## src/rtl/conv_window_feeder.sv

```systemverilog
// Raster-order pixel stream to 3x3 window converter for the conv datapath.
// Two line buffers per channel feed a column-shifting window; valid-padding only.
module conv_window_feeder #(
    parameter int IMG_W = 32,
    parameter int IMG_H = 32,
    parameter int DW    = 10
) (
    input  logic              i_clk,
    input  logic              i_rst_n,
    input  logic              i_valid,
    output logic              o_ready,
    input  logic [3*DW-1:0]   i_pixel,
    output logic              o_valid,
    input  logic              i_ready,
    output logic [9*DW-1:0]   o_busData0,
    output logic [9*DW-1:0]   o_busData1,
    output logic [9*DW-1:0]   o_busData2,
    output logic              o_last
);

    localparam int CW = (IMG_W > 1) ? $clog2(IMG_W) : 1;
    localparam int RW = (IMG_H > 1) ? $clog2(IMG_H) : 1;

    logic [CW-1:0]          col_q, col_d;
    logic [RW-1:0]          row_q, row_d;
    logic                   valid_q, valid_d;
    logic                   last_q, last_d;
    logic [8:0][DW-1:0]     win_q [3];
    logic [8:0][DW-1:0]     win_d [3];
    logic [DW-1:0]          line_a_q [3][IMG_W];
    logic [DW-1:0]          line_b_q [3][IMG_W];

    logic accept_s;
    logic consume_s;
    logic emit_s;
    logic final_px_s;

    assign o_ready    = ~valid_q | i_ready;
    assign accept_s   = i_valid & o_ready;
    assign consume_s  = valid_q & i_ready;
    assign final_px_s = (row_q == RW'(IMG_H - 1)) && (col_q == CW'(IMG_W - 1));
    assign emit_s     = accept_s && (row_q >= RW'(2)) && (col_q >= CW'(2));

    // Raster position: col wraps into row, row wraps into the next frame.
    always_comb begin
        col_d = col_q;
        row_d = row_q;
        if (accept_s) begin
            if (col_q == CW'(IMG_W - 1)) begin
                col_d = '0;
                if (row_q == RW'(IMG_H - 1)) begin
                    row_d = '0;
                end else begin
                    row_d = row_q + RW'(1);
                end
            end else begin
                col_d = col_q + CW'(1);
                row_d = row_q;
            end
        end else begin
            col_d = col_q;
            row_d = row_q;
        end
    end

    // Window shift: element 8 is the newest pixel, column 2 is the right-hand column.
    always_comb begin
        for (int ch = 0; ch < 3; ch++) begin
            win_d[ch] = win_q[ch];
            if (accept_s) begin
                win_d[ch] = {i_pixel[ch*DW +: DW], win_q[ch][8], win_q[ch][7],
                             line_a_q[ch][col_q],  win_q[ch][5], win_q[ch][4],
                             line_b_q[ch][col_q],  win_q[ch][2], win_q[ch][1]};
            end else begin
                win_d[ch] = win_q[ch];
            end
        end
    end

    // Output valid/last: a new window wins over a simultaneous consume.
    always_comb begin
        valid_d = valid_q;
        last_d  = last_q;
        if (emit_s) begin
            valid_d = 1'b1;
            last_d  = final_px_s;
        end else if (consume_s) begin
            valid_d = 1'b0;
            last_d  = 1'b0;
        end else begin
            valid_d = valid_q;
            last_d  = last_q;
        end
    end

    // Control and window state with asynchronous reset.
    always_ff @(posedge i_clk or negedge i_rst_n) begin
        if (!i_rst_n) begin
            col_q   <= '0;
            row_q   <= '0;
            valid_q <= 1'b0;
            last_q  <= 1'b0;
            for (int ch = 0; ch < 3; ch++) begin
                win_q[ch] <= '0;
            end
        end else begin
            col_q   <= col_d;
            row_q   <= row_d;
            valid_q <= valid_d;
            last_q  <= last_d;
            for (int ch = 0; ch < 3; ch++) begin
                win_q[ch] <= win_d[ch];
            end
        end
    end

    // Line buffers: contents are always rewritten before they can reach a valid window.
    always_ff @(posedge i_clk) begin
        if (accept_s) begin
            for (int ch = 0; ch < 3; ch++) begin
                line_b_q[ch][col_q] <= line_a_q[ch][col_q];
                line_a_q[ch][col_q] <= i_pixel[ch*DW +: DW];
            end
        end
    end

    assign o_valid    = valid_q;
    assign o_last     = last_q;
    assign o_busData0 = win_q[0];
    assign o_busData1 = win_q[1];
    assign o_busData2 = win_q[2];

endmodule

```

## config.mk

```make
export PLATFORM = sky130hd
export DESIGN_NAME = conv_window_feeder
export DESIGN_NICKNAME = d
export VERILOG_FILES = /design/src/rtl/conv_window_feeder.sv
export SDC_FILE = /design/constraint.sdc
export NUM_CORES = 2
export LEC_CHECK = 0
export BUFFER_PORTS_ARGS = -buffer_cell sky130_fd_sc_hd__buf_2
export CORE_ASPECT_RATIO = 0.7
export CORE_UTILIZATION = 55
export CTS_BUF_LIST = sky130_fd_sc_hd__clkbuf_16
export DETAILED_ROUTE_END_ITERATION = 12
export PLACE_DENSITY = 0.76
export SETUP_SLACK_MARGIN = 0.4
export SLEW_MARGIN = 15
export SYNTH_ARGS = -nofsm -noshare
export SYNTH_HDL_FRONTEND = slang
export SYNTH_SLANG_ARGS = --single-unit
```

## constraint.sdc

```tcl
create_clock -name i_clk -period 4.2 [get_ports i_clk]
set_clock_uncertainty 0.05 [all_clocks]
set_input_delay 1.26 -clock i_clk [delete_from_list [all_inputs] [get_ports i_clk]]
set_output_delay 1.26 -clock i_clk [all_outputs]
set_load 0.005 [all_outputs]
```

==> run metrics <==
layout overhead on the synthesized area 13.9%; Clock Pin Slew Worst Setup and Hold Paths ~0.080 ns; die area approximately 150000 µm²; syn avg cell area 17.7 µm²; run status finished clean; Worst R2R End line_b_q[0][600]; Fin. Hold Viols 0; Placed Area slightly below 90000 µm²; Min-Delay Path Class input pin to async pin; total congestion overflow 0; Seq/Total Area, Yosys about 78%; die width 466 µm; ANT nets after route 0; Iteration-0 DRC Markers roughly 6.5k; 1st-pass router iterations 8; f_max roughly 0.28 GHz; # DRC 0; Mapped Area around 83000 µm²; RSZ-0062 raised after global routing false; Tot GR Track Use approximately 28%; DP Cell Count about 7k; crit path time final 3.63 ns; initial antenna violation count 3; CP endpoint kind flip-flop; CTS max path bufs 3; CP required roughly 4.7 ns; routed wire length ~220000 µm; Die Y between 300 and 400 µm; Final Cycle Share 86.5%; critical path class flip-flop to flip-flop; total number of vias between 40k and 50k; ratio of cells with drive above 1 in the final layout 18.9%; FILL cells 9907; post-synthesis async set-or-reset flop share between 10% and 20%; final std cell area, no fill around 95000 µm²; core area around 150000 µm²; first-pass GRT wire length just over 300000 µm; Netlist cell types 59; Yosys warning total 0; Leak between 30 and 40 nW; I/O pins slightly above 300; CP arrival 4.10 ns; reg2reg setup slack roughly 0.57 ns; CTS tree yes; gpl congestion approximately 0.84; CTS buffer count 190; Slew Limit Fails 0; vias in the first global route about 46k; #FFs+latches synth approximately 2.2k; Max H-tree Level 4; Non-Filler Instances roughly 7.3k; count of input and output buffers roughly 310; Pwr Density ~700 nW/µm²; syn nets ~4.7k; # nets final about 5.2k; Least-Margin Pin Slew 1.25 ns; max_cap viols 0; Startpoint Class flip-flop; root buffer cell clkbuf_16; cells after synthesis 4693; critical path peak fanout 32; via density per instance 6.40; Final HPWL DP about 130000 µm; largest net degree at the start of global routing between 150 and 200; routed len/inst just under 30 µm; Worst-Skew Late Latency a little over 0.8 ns; Slew HR 16.8%; Initial Utilization a little under three fifths; row count 118; Post-CTS Hold Fix Bufs 0; CTS Sinks approximately 2.2k; setup bufs post-CTS 0; Synth Flop Type edfxtp_1; R2R depth 7; number of synthesized flops with an enable pin around 1.9k; Peak VDD IR around 640 µV; final setup fails 0; Critical R2R Launch col_q[3]
## sequential cells by signal (all words and copies together) (netlist names)
signal / flops
line_a_q: 960
line_b_q: 960
o_busData0: 90
o_busData1: 90
o_busData2: 90
col_q: 5
row_q: 5
o_last: 1
o_valid: 1
## cells in the final DEF (no fill, tap or decap), drive strengths merged, types with 3 or more instances in the layout
cell type  count
mux2           5
or4b           4
nand4          7
o21ai         31
a21oi          7
nand4bb        3
o31ai          3
nand2        693
nor4          64
a211oi        26
nor2          95
a221oi        31
inv           56
a22oi         35
a41oi         12
buf          520
edfxtp      1920
ha             8
or3            4
nand3         10
a31oi         55
dfrtp        282
clkinv        87
o22ai        294
and3           8
clkbuf       195
nand3b         3
a22o          17
mux4         158
bufinv        17
mux2i        607
and2           3
nor3           7
clkinvlp       7
nand2b         8
## cell families after synthesis
logic type	share of synthesized area, %
AND/OR/NAND/NOR	4.62
flip-flops	77.9
AO/OA/AOI/OAI	4.19
multiplexers	11.7
buffers and inverters	1.47
adder cells (fa/ha/maj)	0.121
## where the power goes
part	internal, mW	total (mW)	switching (mW)
logic	6.18	18.1	12.0
registers	29.6	31.2	1.55
clock network	9.48	17.3	7.85
## critical path, stage by stage (launching register included)
cell,delay [ns]
dfrtp_1,0.78
buf_4,0.33
nand4bb_4,0.38
buf_4,0.24
o22ai_1,0.11
nor4_1,1.02
nand2_1,0.12
buf_4,0.28
## cells in the mapped netlist (all sizes together) (3+ instances only)
cell type | n | area [µm²]
dfrtp | 282 | 7060
nand4bb | 3 | 33.8
o22ai | 294 | 1840
nand2b | 8 | 50.1
nor3 | 7 | 45.0
nand3b | 3 | 22.5
and3 | 8 | 50.1
or4b | 4 | 40.0
or3 | 4 | 25.0
a22oi | 35 | 263
and2 | 3 | 18.8
a211oi | 26 | 195
nor4 | 64 | 400
mux2 | 5 | 56.3
nand4 | 7 | 43.8
clkbuf | 133 | 500
nand3 | 10 | 50.1
a22o | 17 | 149
a31oi | 55 | 344
ha | 8 | 100
edfxtp | 1920 | 57700
o21ai | 31 | 155
inv | 6 | 22.5
a41oi | 12 | 105
nor2 | 95 | 357
a21oi | 7 | 35.0
o31ai | 3 | 22.5
nand2 | 693 | 2600
buf | 131 | 697
mux2i | 607 | 6080
a221oi | 31 | 272
mux4 | 158 | 3560
## per-stage QoR
stage	setup WS (ns)	setup TNS (ns)	power [mW]	hold slack, ns	utilization, %
after floorplan	-0.177	-264.92	41.6	0.402	-
after global placement	0.374	0	48.9	0.402	59.4
after detailed placement	0.357	0	49.5	0.407	59.4
after CTS	0.686	0	66.6	0.387	63.5
after global routing	0.488	0	68.8	0.422	63.5
final	0.567	0	66.7	0.408	63.5
## per-layer routing
layer  vias up  global-route usage, %  share of wire (%)
li1      19335                      -                  -
met1     23669                   41.3                 39
met2      3205                   41.2                 44
met3       417                   8.27                 14
met4         2                   10.3                3.5
met5         -                      0             0.0060
## how the worst max path moves through the flow
stage | start | to | cells after the start
global route | col_q[1] | line_b_q[0][857] | 6
detailed placement | i_ready | line_a_q[0][266] | 6
global placement | i_ready | line_a_q[0][266] | 6
finish | col_q[3] | line_b_q[0][600] | 7
floorplan | i_ready | line_a_q[0][360] | 6
CTS | col_q[1] | line_a_q[0][377] | 5
## repair_timing
action,4_1_cts,5_1_grt
endpoints found under the setup margin,32,0
hold endpoints to repair,0,0
gates resized for setup,1,0
## final cells by class
type | instances | area (µm²) | share of cell area, %
diodes | 2 | 5.00 | 0.00529
clock buffers | 195 | 4880 | 5.16
clock inverters | 160 | 1250 | 1.32
inverters | 7 | 26.3 | 0.0278
multi-input cells | 2220 | 17400 | 18.4
flip-flops and latches | 2202 | 64700 | 68.4
well taps | 1980 | 2480 | 2.62
repair buffers | 520 | 3760 | 3.98
No activity file was read; power rests on OpenSTA's default activity.
